[config.mk]
export PLATFORM = sky130hd
export DESIGN_NAME = ysyx_22051468_ifu_pcgen
export DESIGN_NICKNAME = d
export VERILOG_FILES = /design/src/rtl/ysyx_22051468_ifu_pcgen.sv
export SDC_FILE = /design/constraint.sdc
export NUM_CORES = 1
export LEC_CHECK = 0
export CORE_MARGIN = 3
export CORE_UTILIZATION = 53
export CTS_BUF_LIST = sky130_fd_sc_hd__clkbuf_8 sky130_fd_sc_hd__clkbuf_16
export CTS_CLUSTER_DIAMETER = 150
export CTS_CLUSTER_SIZE = 25
export DETAILED_ROUTE_END_ITERATION = 16
export PLACE_DENSITY = 0.93
export SKIP_LAST_GASP = 1
export SLEW_MARGIN = 20
export SYNTH_ARGS = -nofsm -noshare
export SYNTH_HDL_FRONTEND = slang
export SYNTH_SLANG_ARGS = --single-unit
[constraint.sdc]
create_clock -name clk -period 22.5 [get_ports clk]
set_clock_uncertainty 0.15 [all_clocks]
set_input_delay 2.25 -clock clk [delete_from_list [all_inputs] [get_ports clk]]
set_output_delay 2.25 -clock clk [all_outputs]
set_load 0.02 [all_outputs]
[src/rtl/ysyx_22051468_ifu_pcgen.sv]
// Instruction-fetch front end: owns the PC and keeps at most one imem fetch in flight.
// It presents {inst, pc, valid} to IF/ID, and a redirect flushes the slot and squashes any in-flight fetch.
module ysyx_22051468_ifu_pcgen #(
  parameter int                     WIDTH      = 64,
  parameter int                     INST_WIDTH = 32,
  parameter logic [WIDTH-1:0]       RESET_PC   = WIDTH'(64'h8000_0000),
  parameter logic [INST_WIDTH-1:0]  INST_NOP   = INST_WIDTH'(32'h0000_0013)
) (
  input  logic                  clk,
  input  logic                  rst,
  input  logic                  hold_pipeline,
  input  logic                  redirect_valid,
  input  logic [WIDTH-1:0]      redirect_pc,
  output logic                  imem_req_valid,
  input  logic                  imem_req_ready,
  output logic [WIDTH-1:0]      imem_req_addr,
  input  logic                  imem_rsp_valid,
  input  logic [INST_WIDTH-1:0] imem_rsp_data,
  output logic [INST_WIDTH-1:0] inst_o,
  output logic [WIDTH-1:0]      inst_addr_o,
  output logic                  inst_valid_o
);

  typedef enum logic [1:0] {
    IDLE = 2'd0,
    REQ  = 2'd1,
    WAIT = 2'd2,
    FULL = 2'd3
  } state_t;

  state_t           state;
  logic [WIDTH-1:0] pc;
  logic [WIDTH-1:0] fetch_pc;
  logic             drop;
  logic             req_fire;

  assign imem_req_valid = (state == REQ);
  assign imem_req_addr  = pc;
  assign req_fire       = imem_req_valid & imem_req_ready;

  // NOTE: all state updates use non-blocking assignments so every branch reads pre-edge values.
  always_ff @(posedge clk or posedge rst) begin
    if (rst) begin
      state        <= IDLE;
      pc           <= RESET_PC;
      fetch_pc     <= RESET_PC;
      drop         <= 1'b0;
      inst_o       <= INST_NOP;
      inst_addr_o  <= RESET_PC;
      inst_valid_o <= 1'b0;
    end else begin
      unique case (state)
        IDLE: begin
          if (redirect_valid) pc <= redirect_pc;
          state <= REQ;
        end

        REQ: begin
          if (req_fire) begin
            fetch_pc <= pc;
            state    <= WAIT;
          end
          // A redirect on the handshake cycle must squash the fetch that was just accepted.
          if (redirect_valid) begin
            pc   <= redirect_pc;
            drop <= req_fire;
          end
        end

        WAIT: begin
          if (redirect_valid) begin
            pc <= redirect_pc;
            if (imem_rsp_valid) begin
              drop  <= 1'b0;
              state <= REQ;
            end else begin
              drop  <= 1'b1;
            end
          end else if (imem_rsp_valid) begin
            if (drop) begin
              drop  <= 1'b0;
              state <= REQ;
            end else begin
              inst_o       <= imem_rsp_data;
              inst_addr_o  <= fetch_pc;
              inst_valid_o <= 1'b1;
              pc           <= pc + WIDTH'(4);
              state        <= FULL;
            end
          end
        end

        FULL: begin
          if (redirect_valid || !hold_pipeline) begin
            inst_o       <= INST_NOP;
            inst_valid_o <= 1'b0;
            state        <= REQ;
          end
          if (redirect_valid) pc <= redirect_pc;
        end

        default: state <= IDLE;
      endcase
    end
  end

endmodule

# Word level (Yosys, flattened, before mapping)
# Index checks and enable logic that the tools add are counted.
# totals
register_bits	228
input_bits	102
out_inout_bits	162
elab_cells	62
# classes
n_addsub	1
eq_ne	12
n_mux	27
n_bitwise	3
reduce_logical	12
# op_table
op	n
$mux W64	4
$mux W32	4
$pmux W64 S2	1
$add A64 B3 Y64 const B	1
$pmux W32 S2	1
$mux W2	6
$ne A2 B2 Y1 const B	5
$reduce_and A3 Y1	3
$mux W1	8
$pmux W2 S4	1
$ne A3 B3 Y1 const B	2
$reduce_and A5 Y1	1
$eq A2 B2 Y1 const B	2
$ne A2 B1 Y1 const B	2
$pmux W1 S2	2
$reduce_and A4 Y1	1
$reduce_bool A2 Y1	2
$reduce_or A3 Y1	1
$eq A2 B1 Y1 const B	1
$logic_not A2 Y1	1
$not A1 Y1	2
$reduce_and A2 Y1	1
$and A1 B1 Y1	1
$logic_not A1 Y1	1
$logic_or A1 B1 Y1	1

# Longest topological paths before layout
# Gate-level depths: netlist of run 1.
# logic_depth
ltp_word	5
mapped_depth	10
ltp_nobuf	8

# Worst setup path before layout of run 1
# No wires, ideal clock.
# synth_timing
kind	in2reg
startpoint	in imem_rsp_valid
endpoint	reg pc[61], in the netlist imem_req_addr[61]
setup_time_ns	0.125
arrival_time_ns	3.582
t_required_ns	22.225
path_slack_ns	18.644
path_stages	6
n_path_buf	0
cell_sequence	nand2b_1 -> a21oi_2 -> nand3_1 -> or4_1 -> xnor2_1 -> mux2_2
# synth_between
elab_chain_cells	2
# synth_lines
element	line	rtl
start, declared	17	input logic imem_rsp_valid,
$ne A3 B3 Y1 (no source line)	n/a	
$reduce_and A3 Y1 (no source line)	n/a	
end signal, assigned	54	if (redirect_valid) pc <= redirect_pc;
end signal, assigned	65	pc <= redirect_pc;
end signal, assigned	72	pc <= redirect_pc;
end, declared	32	logic [WIDTH-1:0] pc;
# No other way between the ends.
# A chain may end at the register's enable or synchronous reset.

# Final worst setup path of run 1
# layout_timing
startpoint	in imem_rsp_valid
endpoint	reg pc[63], in the netlist imem_req_addr[63]
# The elaborated chain is that of the path after synthesis.

==> metrics.txt, run 1 <==
number of buffers added to fix hold violations after cts=0; async set-or-reset flop fraction in the synthesized netlist=100%; Initial DRT Pass Iterations=6; pins over their slew limit=0; First DRT Iteration DRCs=828; Achievable Freq=0.222 GHz; count of endpoints failing setup in the final report=0; routability-driven placement congestion ratio=0.922; per-cell via count in the routed design=6.01; later-pin clock latency in the skew report=490 ps; aggregate global routing overflow=0; clock tree from TritonCTS=built; RSZ-0062 raised after global routing=false; netlist area before placement=0.0104 mm2; Max Buffers Root-to-Sink=3; data arrival at the endpoint of the critical path=4780 ps; vias in the first global route=8499; CTS Root Cell=sky130_fd_sc_hd__clkbuf_16; fin worst setup slack=17990 ps; total number of vias=8590; count of yosys warnings during synthesis=0; power density normalized to cell area=111 mW/mm2; total clock buffers created by CTS=13; layer carrying the most global-route usage=met2; Post-Place Worst Slack=17630 ps; Worst Max-Slew Pin Slew=1030 ps; reported leakage power=0.00573 uW; sequential share of the synthesized area=55.1%; final critical path time including I/O delays and setup=4510 ps; number of enable flip-flop cells after synthesis=0; synth top area cells=sky130_fd_sc_hd__dfrtp_1 (54%), sky130_fd_sc_hd__mux2_2 (14%), sky130_fd_sc_hd__nand2_1 (4.6%), sky130_fd_sc_hd__nand3b_1 (2.1%), sky130_fd_sc_hd__a21oi_1 (1.9%); average cell area after synthesis=11.2 um2; dominant cell type by area after synthesis=sky130_fd_sc_hd__dfrtp_1; Simple-Gate Fraction of Synth Area=16.7%; critical setup path kind=primary input to flip-flop; Post-DRT Antenna Nets=0; post-synthesis compound-gate area fraction=9.20%; Starting Density=54.7%; ports placed on the boundary=264; share of power burned in the clock network=16.5%; chip width=146 um; met3 routing resource usage after global routing=5.05%; number of nets in the final layout=1268; # rows=50; number of max-cap violations=0; initial antenna violation count=2; Worst Path Max Fanout=18; switching share of power=35.8%; number of gates given a new drive strength after cts=0; area enclosed by the die boundary=0.0213 mm2; layout cells sized above 1=15.8%; area delta synth->final=31.1%; outcome=finished, final reports clean; height of the chip=146 um; sequential share of power=44.4%; Post-CTS Setup Bufs=0; Unique masters post-synth=68; top-area cell type share of the netlist area=53.6%; met2 Usage GRT=43.7%; met1 Resource Use GR=36.1%; number of sinks handled by clock tree synthesis=228; critical path launch point type=primary input; Synth Net Count=1036; main combinational cell family by area after synthesis=simple AND/OR/NAND/NOR gates; Synth Area in XOR/XNOR=1.44%; total routing usage reported by global routing=26.7%; DP Wirelength=20.4 mm; share of the clock period used by the worst path after layout=20.0%; relative max-transition margin=31.1%; quantity of I/O buffers inserted on ports=263; number of instances in the synthesized netlist=928; detail-routed net length per standard cell=20.5 um; fraction of the mapped netlist area in adder cells=0.724%; total negative slack for setup checks=0 ps; WL final=29.3 mm; clock transition at the registers of the reported paths=100 ps; multiplexer fraction of the synthesized cell area=14.2%; kind of path behind the tightest hold check=flip-flop to flip-flop; count of filler cells inserted in the layout=1317; count of unresolved DRC violations after routing=0; Final Hold Vio Count=0; wire length of the first global-routing pass=46.7 mm; core footprint=0.0190 mm2; worst endpoint required time=22770 ps; logic gate share of total power=39.0%; Worst setup EP type=flip-flop; largest net degree at the start of global routing=147; peak ir drop on the vdd network=83.3 uV; FF+latch count, synth=228; internal power=968 uW; switching power summed over all nets=540 uW; most used flip-flop cell after synthesis=sky130_fd_sc_hd__dfrtp_1; H-tree depth=1
[sequential cells by signal, summed over array words and instances (netlist names)]
register and flops:
fetch_pc 64, imem_req_addr 64, inst_addr_o 64, inst_o 32, state 2, drop 1, inst_valid_o 1
[metal layers]
metal / vias to the layer above / routed length, um
li1: 3803 / -
met3: 82 / 2310
met5: - / 0
met4: 0 / 998
met1: 4256 / 11800
met2: 449 / 14200
[final cells by class]
type / count / area, um2 / share of cell area (%)
well taps: 260 / 325 / 2.39
inverters: 15 / 63.8 / 0.470
diodes: 2 / 5.00 / 0.0368
multi-input cells: 633 / 4410 / 32.5
repair buffers: 269 / 2680 / 19.7
clock inverters: 9 / 65.1 / 0.479
clock buffers: 13 / 325 / 2.39
flip-flops and latches: 228 / 5710 / 42.0
[path summary, 6_finish.rpt]
path / start / to / slack [ps] / cells past startpoint
worst max register to register: state[0] / imem_req_addr[63] / 19460 / 9
worst min register to register: inst_o[20] / inst_o[20] / 330 / 2
worst max-delay path: imem_rsp_valid / imem_req_addr[63] / 17990 / 8
worst min-delay path: inst_o[20] / inst_o[20] / 330 / 2
max in group asynchronous: rst / inst_addr_o[42] / 18620 / 3
min in group asynchronous: rst / inst_addr_o[21] / 2190 / 2
[critical path: stages]
cell	delay, ps
sky130_fd_sc_hd__clkdlybuf4s50_1	520
sky130_fd_sc_hd__nand2b_1	150
sky130_fd_sc_hd__a21oi_2	570
sky130_fd_sc_hd__nor2_2	300
sky130_fd_sc_hd__buf_4	290
sky130_fd_sc_hd__or3_1	380
sky130_fd_sc_hd__mux2i_1	170
sky130_fd_sc_hd__a221o_1	140
[cell families (layout without fill, tap and decap cells)]
| group | Yosys count | after routing |
|---|---|---|
| simple gates | 330 | 330 |
| mux | 131 | 131 |
| fa+ha+maj | 6 | 6 |
| buf+inv | 67 | 306 |
| flops | 228 | 228 |
| other cells | 0 | 2 |
| compound gates | 149 | 149 |
| xor+xnor | 17 | 17 |
[power by group through the flow]
stage / combinational, uW / sequential [uW] / clock [uW]
floorplan: 231 / 751 / 0
global placement: 571 / 666 / 0
detailed placement: 589 / 676 / 0
CTS: 592 / 669 / 252
global route: 628 / 690 / 267
finish: 589 / 670 / 249
[synth_stat cells (5+ instances only)]
master,n
sky130_fd_sc_hd__inv_1,14
sky130_fd_sc_hd__nor3_1,16
sky130_fd_sc_hd__clkbuf_1,37
sky130_fd_sc_hd__a2bb2oi_1,6
sky130_fd_sc_hd__dfrtp_1,222
sky130_fd_sc_hd__a31oi_1,10
sky130_fd_sc_hd__buf_2,5
sky130_fd_sc_hd__xnor2_1,7
sky130_fd_sc_hd__and3_1,13
sky130_fd_sc_hd__nand2_1,126
sky130_fd_sc_hd__mux2_2,129
sky130_fd_sc_hd__o21ai_0,32
sky130_fd_sc_hd__ha_1,6
sky130_fd_sc_hd__or4_1,5
sky130_fd_sc_hd__o22ai_1,15
sky130_fd_sc_hd__nand4_1,23
sky130_fd_sc_hd__buf_1,9
sky130_fd_sc_hd__and4_1,6
sky130_fd_sc_hd__nand3b_1,29
sky130_fd_sc_hd__o21ai_1,7
sky130_fd_sc_hd__a311oi_1,7
sky130_fd_sc_hd__nor2_1,49
sky130_fd_sc_hd__xor2_1,10
sky130_fd_sc_hd__dfstp_2,6
sky130_fd_sc_hd__a21oi_1,40
sky130_fd_sc_hd__nand3_1,28
[stage by stage]
stage          hold slack [ps]  std cells  util (%)  instance area, um2  power [uW]
6_report                   327       1429      71.7               13600        1510
3_3_place_gp               298       1405      69.6               13200        1240
4_1_cts                    327       1427      71.6               13600        1510
2_1_floorplan              294        928         -               10400         983
5_1_grt                    334       1429      71.7               13600        1590
3_5_place_dp               305       1405      69.6               13200        1270
[cell usage in the layout, fill, tap and decap left out, types with 20 or more instances in the layout]
cell                                n
sky130_fd_sc_hd__nor2_1            47
sky130_fd_sc_hd__dfrtp_1          222
sky130_fd_sc_hd__nand3b_1          29
sky130_fd_sc_hd__inv_1             20
sky130_fd_sc_hd__a21oi_1           40
sky130_fd_sc_hd__clkdlybuf4s50_1  262
sky130_fd_sc_hd__o21ai_0           32
sky130_fd_sc_hd__nand2_1          125
sky130_fd_sc_hd__mux2_2           129
sky130_fd_sc_hd__nand3_1           28
sky130_fd_sc_hd__nand4_1           23
Power figures use the tool's default switching activity.
==> inputs of run 2 (changes only) <==
Settings changed: CORE_UTILIZATION 53 to 49, PLACE_DENSITY 0.93 to 0.87.
Clock period 22.5 ns to 4.2 ns, I/O delays scaled along.
==> run 2 against run 1 <==
Against the previous run:
- design area is 0.26% higher
- critical path depth is 3 lower
- power grew to 5.3 times the previous value
- routed wire length is 1.2% lower
- combinational power grew to 5.3 times the previous value
- register-to-register slack worse by 18000 ps
- global-route usage is 1.5 points lower
- count of clock-buffer cells in the layout stayed put
- sequential share of layout area is 0.11 points lower
- critical endpoint is now inst_addr_o[4]
- largest cell class unchanged
==> metrics.txt, run 2 (same netlist as run 1, synthesis figures left out) <==
outcome=finished, final reports clean; peak ir drop on the vdd network=391 uV; vias in the first global route=8364; Worst Path Max Fanout=66; CTS Root Cell=sky130_fd_sc_hd__clkbuf_16; worst endpoint required time=4400 ps; total negative slack for setup checks=0 ps; share of power burned in the clock network=16.3%; most common cell after layout, fill and taps aside=sky130_fd_sc_hd__clkdlybuf4s50_1; initial antenna violation count=3; # rows=52; Starting Density=50.6%; count of filler cells inserted in the layout=1580; total clock buffers created by CTS=13; critical path launch point type=flip-flop; clock tree from TritonCTS=built; count of endpoints failing setup in the final report=0; area delta synth->final=31.5%; internal power=5180 uW; most frequent cells in the layout=sky130_fd_sc_hd__clkdlybuf4s50_1 (262), sky130_fd_sc_hd__dfrtp_1 (222), sky130_fd_sc_hd__mux2_2 (129), sky130_fd_sc_hd__nand2_1 (125), sky130_fd_sc_hd__nor2_1 (47); met3 routing resource usage after global routing=5.06%; quantity of I/O buffers inserted on ports=263; aggregate global routing overflow=0; largest net degree at the start of global routing=118; WL final=29.0 mm; core footprint=0.0205 mm2; total routing usage reported by global routing=25.2%; Worst setup EP type=flip-flop; DP Wirelength=20.6 mm; layout cells sized above 1=16.0%; area enclosed by the die boundary=0.0229 mm2; ports placed on the boundary=264; switching power summed over all nets=2840 uW; critical setup path kind=flip-flop to flip-flop; Post-CTS Setup Bufs=0; Achievable Freq=0.351 GHz; Max Buffers Root-to-Sink=3; number of max-cap violations=0; switching share of power=35.4%; Worst Hold Slack=82.1 ps; later-pin clock latency in the skew report=480 ps; Initial DRT Pass Iterations=6; total number of vias=8410; power density normalized to cell area=589 mW/mm2; share of the clock period used by the worst path after layout=67.7%; reported leakage power=0.00573 uW; relative max-transition margin=33.7%; First DRT Iteration DRCs=827; clock transition at the registers of the reported paths=100 ps; met2 Usage GRT=40.6%; logic gate share of total power=39.2%; number of gates given a new drive strength after cts=0; kind of path behind the tightest hold check=primary input to async pin; detail-routed net length per standard cell=20.1 um; Final Hold Vio Count=0; wire length of the first global-routing pass=45.6 mm; number of sinks handled by clock tree synthesis=228; routability-driven placement congestion ratio=0.917; final critical path time including I/O delays and setup=2850 ps; layer carrying the most global-route usage=met2; Worst Max-Slew Pin Slew=994 ps; sequential share of power=44.6%; chip width=151 um; number of buffers added to fix hold violations after cts=0; number of nets in the final layout=1272; RSZ-0062 raised after global routing=false; pins over their slew limit=0; data arrival at the endpoint of the critical path=3040 ps; H-tree depth=1; count of unresolved DRC violations after routing=0; met1 Resource Use GR=34.4%; per-cell via count in the routed design=5.84; Post-DRT Antenna Nets=0; height of the chip=151 um
## run 2: cell count changes in the layout (fill, tap and decap cells not counted), sizes merged
cell	before	now
buf	7	11
diode	2	3
clkinvlp	0	1
inv	23	17
## run 2: layer usage
| layer | up-vias | share of wire (%) |
|---|---|---|
| met5 | - | 0 |
| met4 | 0 | 3.6 |
| met3 | 77 | 8.0 |
| met2 | 396 | 47 |
| met1 | 4124 | 41 |
| li1 | 3813 | - |
## run 2: metrics by stage
| stage | util [%] | area, um2 | setup slack, ps | std cells | power [uW] |
|---|---|---|---|---|---|
| 2_1_floorplan | - | 10400 | 655 | 928 | 5270 |
| 3_3_place_gp | 64.7 | 13300 | 1340 | 1419 | 6640 |
| 3_5_place_dp | 64.7 | 13300 | 1300 | 1419 | 6770 |
| 4_1_cts | 66.4 | 13600 | 1350 | 1436 | 8080 |
| 5_1_grt | 66.5 | 13600 | 1110 | 1439 | 8480 |
| 6_report | 66.5 | 13600 | 1350 | 1439 | 8030 |
## run 2: layout make-up
class	count	area, um2	share of cell area, %
diodes	3	7.51	0.0551
clock buffers	13	325	2.39
clock inverters	4	41.3	0.303
inverters	15	60.1	0.441
multi-input cells	633	4410	32.4
flip-flops and latches	228	5710	41.9
well taps	270	338	2.48
repair buffers	273	2730	20.0
## run 2: final timing paths
| path | start | to | slack [ps] | cells after the start |
|---|---|---|---|---|
| setup / recovery | state[0] | inst_addr_o[4] | 1350 | 5 |
| hold / removal | rst | inst_addr_o[21] | 80 | 2 |
| setup reg to reg | state[0] | inst_addr_o[4] | 1350 | 5 |
| hold reg to reg | inst_o[7] | inst_o[7] | 320 | 2 |
| max in group asynchronous | rst | imem_req_addr[45] | 2890 | 3 |
| min in group clk | inst_o[7] | inst_o[7] | 320 | 2 |
## run 2: worst max-delay path, cell delays in order (launching register included)
cell	delay, ps
sky130_fd_sc_hd__dfrtp_1	450
sky130_fd_sc_hd__inv_1	110
sky130_fd_sc_hd__ha_1	370
sky130_fd_sc_hd__and3_4	870
sky130_fd_sc_hd__buf_4	350
sky130_fd_sc_hd__mux2_2	350
## run 2: power by group through the flow
stage          sequential, uW  combinational (uW)  clock [uW]
2_1_floorplan            4030                1240           0
3_3_place_gp             3570                3070           0
3_5_place_dp             3610                3160           0
4_1_cts                  3570                3170        1340
5_1_grt                  3690                3380        1410
6_report                 3580                3140        1310
==> inputs of run 3 (changes only) <==
Clock period 4.2 ns to 2.7 ns, I/O delays scaled along.
==> run 3 against run 2 <==
Against the previous run:
- design area up 2.9%
- die area unchanged
- non-clock buffer count up 41
- via count up 3.0%
- largest cell class unchanged
- largest power group unchanged
- highest routed layer unchanged
==> metrics.txt, run 3 (same netlist as run 1, synthesis figures left out) <==
outcome=finished, final reports clean; number of sinks handled by clock tree synthesis=228; RSZ-0062 raised after global routing=false; cell total after placement=1459; pins over their slew limit=0; Critical path buffers and inverters=0; final critical path time including I/O delays and setup=2630 ps; quantity of I/O buffers inserted on ports=263; Max Buffers Root-to-Sink=3; height of the chip=151 um; most common cell after layout, fill and taps aside=sky130_fd_sc_hd__clkdlybuf4s50_1; Starting Density=50.6%; critical path launch point type=flip-flop; total clock buffers created by CTS=13; data arrival at the endpoint of the critical path=2850 ps; gate family responsible for the most delay along the worst path=simple AND/OR/NAND/NOR gates; clock transition at the registers of the reported paths=110 ps; Worst setup EP type=flip-flop; Post-Place Worst Slack=104 ps; met1 Resource Use GR=35.9%; worst stage delay on the critical path=580 ps; aggregate global routing overflow=0; power density normalized to cell area=909 mW/mm2; most frequent cells in the layout=sky130_fd_sc_hd__clkdlybuf4s50_1 (262), sky130_fd_sc_hd__dfrtp_1 (222), sky130_fd_sc_hd__mux2_2 (129), sky130_fd_sc_hd__nand2_1 (125), sky130_fd_sc_hd__nor2_1 (47); Worst Hold Slack=15.6 ps; layer carrying the most global-route usage=met2; share of the clock period used by the worst path after layout=97.4%; depth of the worst register-to-register path=6; cell with the biggest individual delay on the critical path=sky130_fd_sc_hd__dfstp_2; wire length of the first global-routing pass=47.6 mm; per-cell via count in the routed design=5.85; cells along the critical path=nand4_1 > nor3_1 > nand4_2 > or4_1 > xnor2_1 > mux2_2; kind of path behind the tightest hold check=primary input to async pin; Achievable Freq=0.380 GHz; core footprint=0.0205 mm2; met3 routing resource usage after global routing=4.52%; vias in the first global route=8659; later-pin clock latency in the skew report=480 ps; count of unresolved DRC violations after routing=0; chip width=151 um; met2 Usage GRT=42.2%; register cell area after layout=0.00571 mm2; First DRT Iteration DRCs=645; Worst Path Max Fanout=5; fin worst setup slack=70.0 ps; end of the worst register-to-register path=imem_req_addr[61]; total number of vias=8666; detail-routed net length per standard cell=20.6 um; number of max-cap violations=0; area enclosed by the die boundary=0.0229 mm2; H-tree depth=1; area delta synth->final=35.3%; start of the worst register-to-register path=imem_req_addr[31]; Post-DRT Antenna Nets=0; Finished Layout Cells=1481; Final Hold Vio Count=0; CTS Root Cell=sky130_fd_sc_hd__clkbuf_16; DP Wirelength=22.4 mm; count of filler cells inserted in the layout=1534; count of endpoints failing setup in the final report=0; Worst Max-Slew Pin Slew=569 ps; initial antenna violation count=3; clock tree from TritonCTS=built; largest net degree at the start of global routing=70; reported leakage power=0.00596 uW; layout cells sized above 1=18.9%; peak ir drop on the vdd network=760 uV; # rows=52; multi-input combinational cell area=0.00442 mm2; total routing usage reported by global routing=26.3%; ports placed on the boundary=264; routability-driven placement congestion ratio=0.925; number of nets in the final layout=1313; Initial DRT Pass Iterations=7; critical setup path kind=flip-flop to flip-flop; WL final=30.5 mm; relative max-transition margin=62.1%; worst endpoint required time=2920 ps; setup slack, reg-to-reg=70 ps; utilization after layout=68.4%
[run 3: cell count changes in the layout (fill, tap and decap cells not counted)]
cell / previous run / this run
sky130_fd_sc_hd__buf_4: 8 / 42
sky130_fd_sc_hd__buf_12: 2 / 8
sky130_fd_sc_hd__dlygate4sd3_1: 0 / 1
sky130_fd_sc_hd__inv_1: 16 / 17
sky130_fd_sc_hd__or4_1: 5 / 4
sky130_fd_sc_hd__or4_4: 0 / 1
[run 3: layout make-up]
cell class	instances	area share (%)
Timing Repair Buffer	314	22.2
Tap cell	270	2.41
Clock inverter	5	0.321
Clock buffer	13	2.32
Antenna cell	3	0.0536
Inverter	15	0.428
Sequential cell	228	40.8
Multi-Input combinational cell	633	31.5
[run 3: metrics by stage]
stage | TNS, ps | total power [uW] | cell area [um2]
after floorplan | -154310 | 8190 | 10400
after global placement | 0 | 10500 | 13600
after detailed placement | 0 | 10800 | 13600
after CTS | 0 | 12800 | 14000
after global routing | 0 | 13400 | 14000
final | 0 | 12700 | 14000
[run 3: routing by layer]
layer	vias to the layer above	share of wire, %
li1	3895	-
met1	4279	40
met2	419	48
met3	73	8.3
met4	0	3.7
met5	-	0
[run 3: worst max path at each step]
stage / endpoint / slack [ps] / depth (start not counted) / start
after global routing: imem_req_addr[24] / 20 / 8 / state[0]
after floorplan: drop / -700 / 1 / rst
after CTS: imem_req_addr[39] / 100 / 5 / imem_req_addr[15]
final: imem_req_addr[61] / 70 / 6 / imem_req_addr[31]
after detailed placement: imem_req_addr[39] / 100 / 5 / imem_req_addr[15]
after global placement: imem_req_addr[39] / 150 / 5 / imem_req_addr[15]
[run 3: what timing repair did]
action / in CTS / in global routing
endpoints found under the hold margin: 1 / 0
hold buffers: 1 / 0
endpoints found under the setup margin: 0 / 9
gates resized for setup: 0 / 1
buffers inserted: 0 / 0
[run 3: power breakdown]
group / switching (uW) / internal (uW) / total, uW
sequential: 789 / 4660 / 5440
combinational: 2600 / 2660 / 5260
clock: 1140 / 901 / 2040
total: 4530 / 8210 / 12700
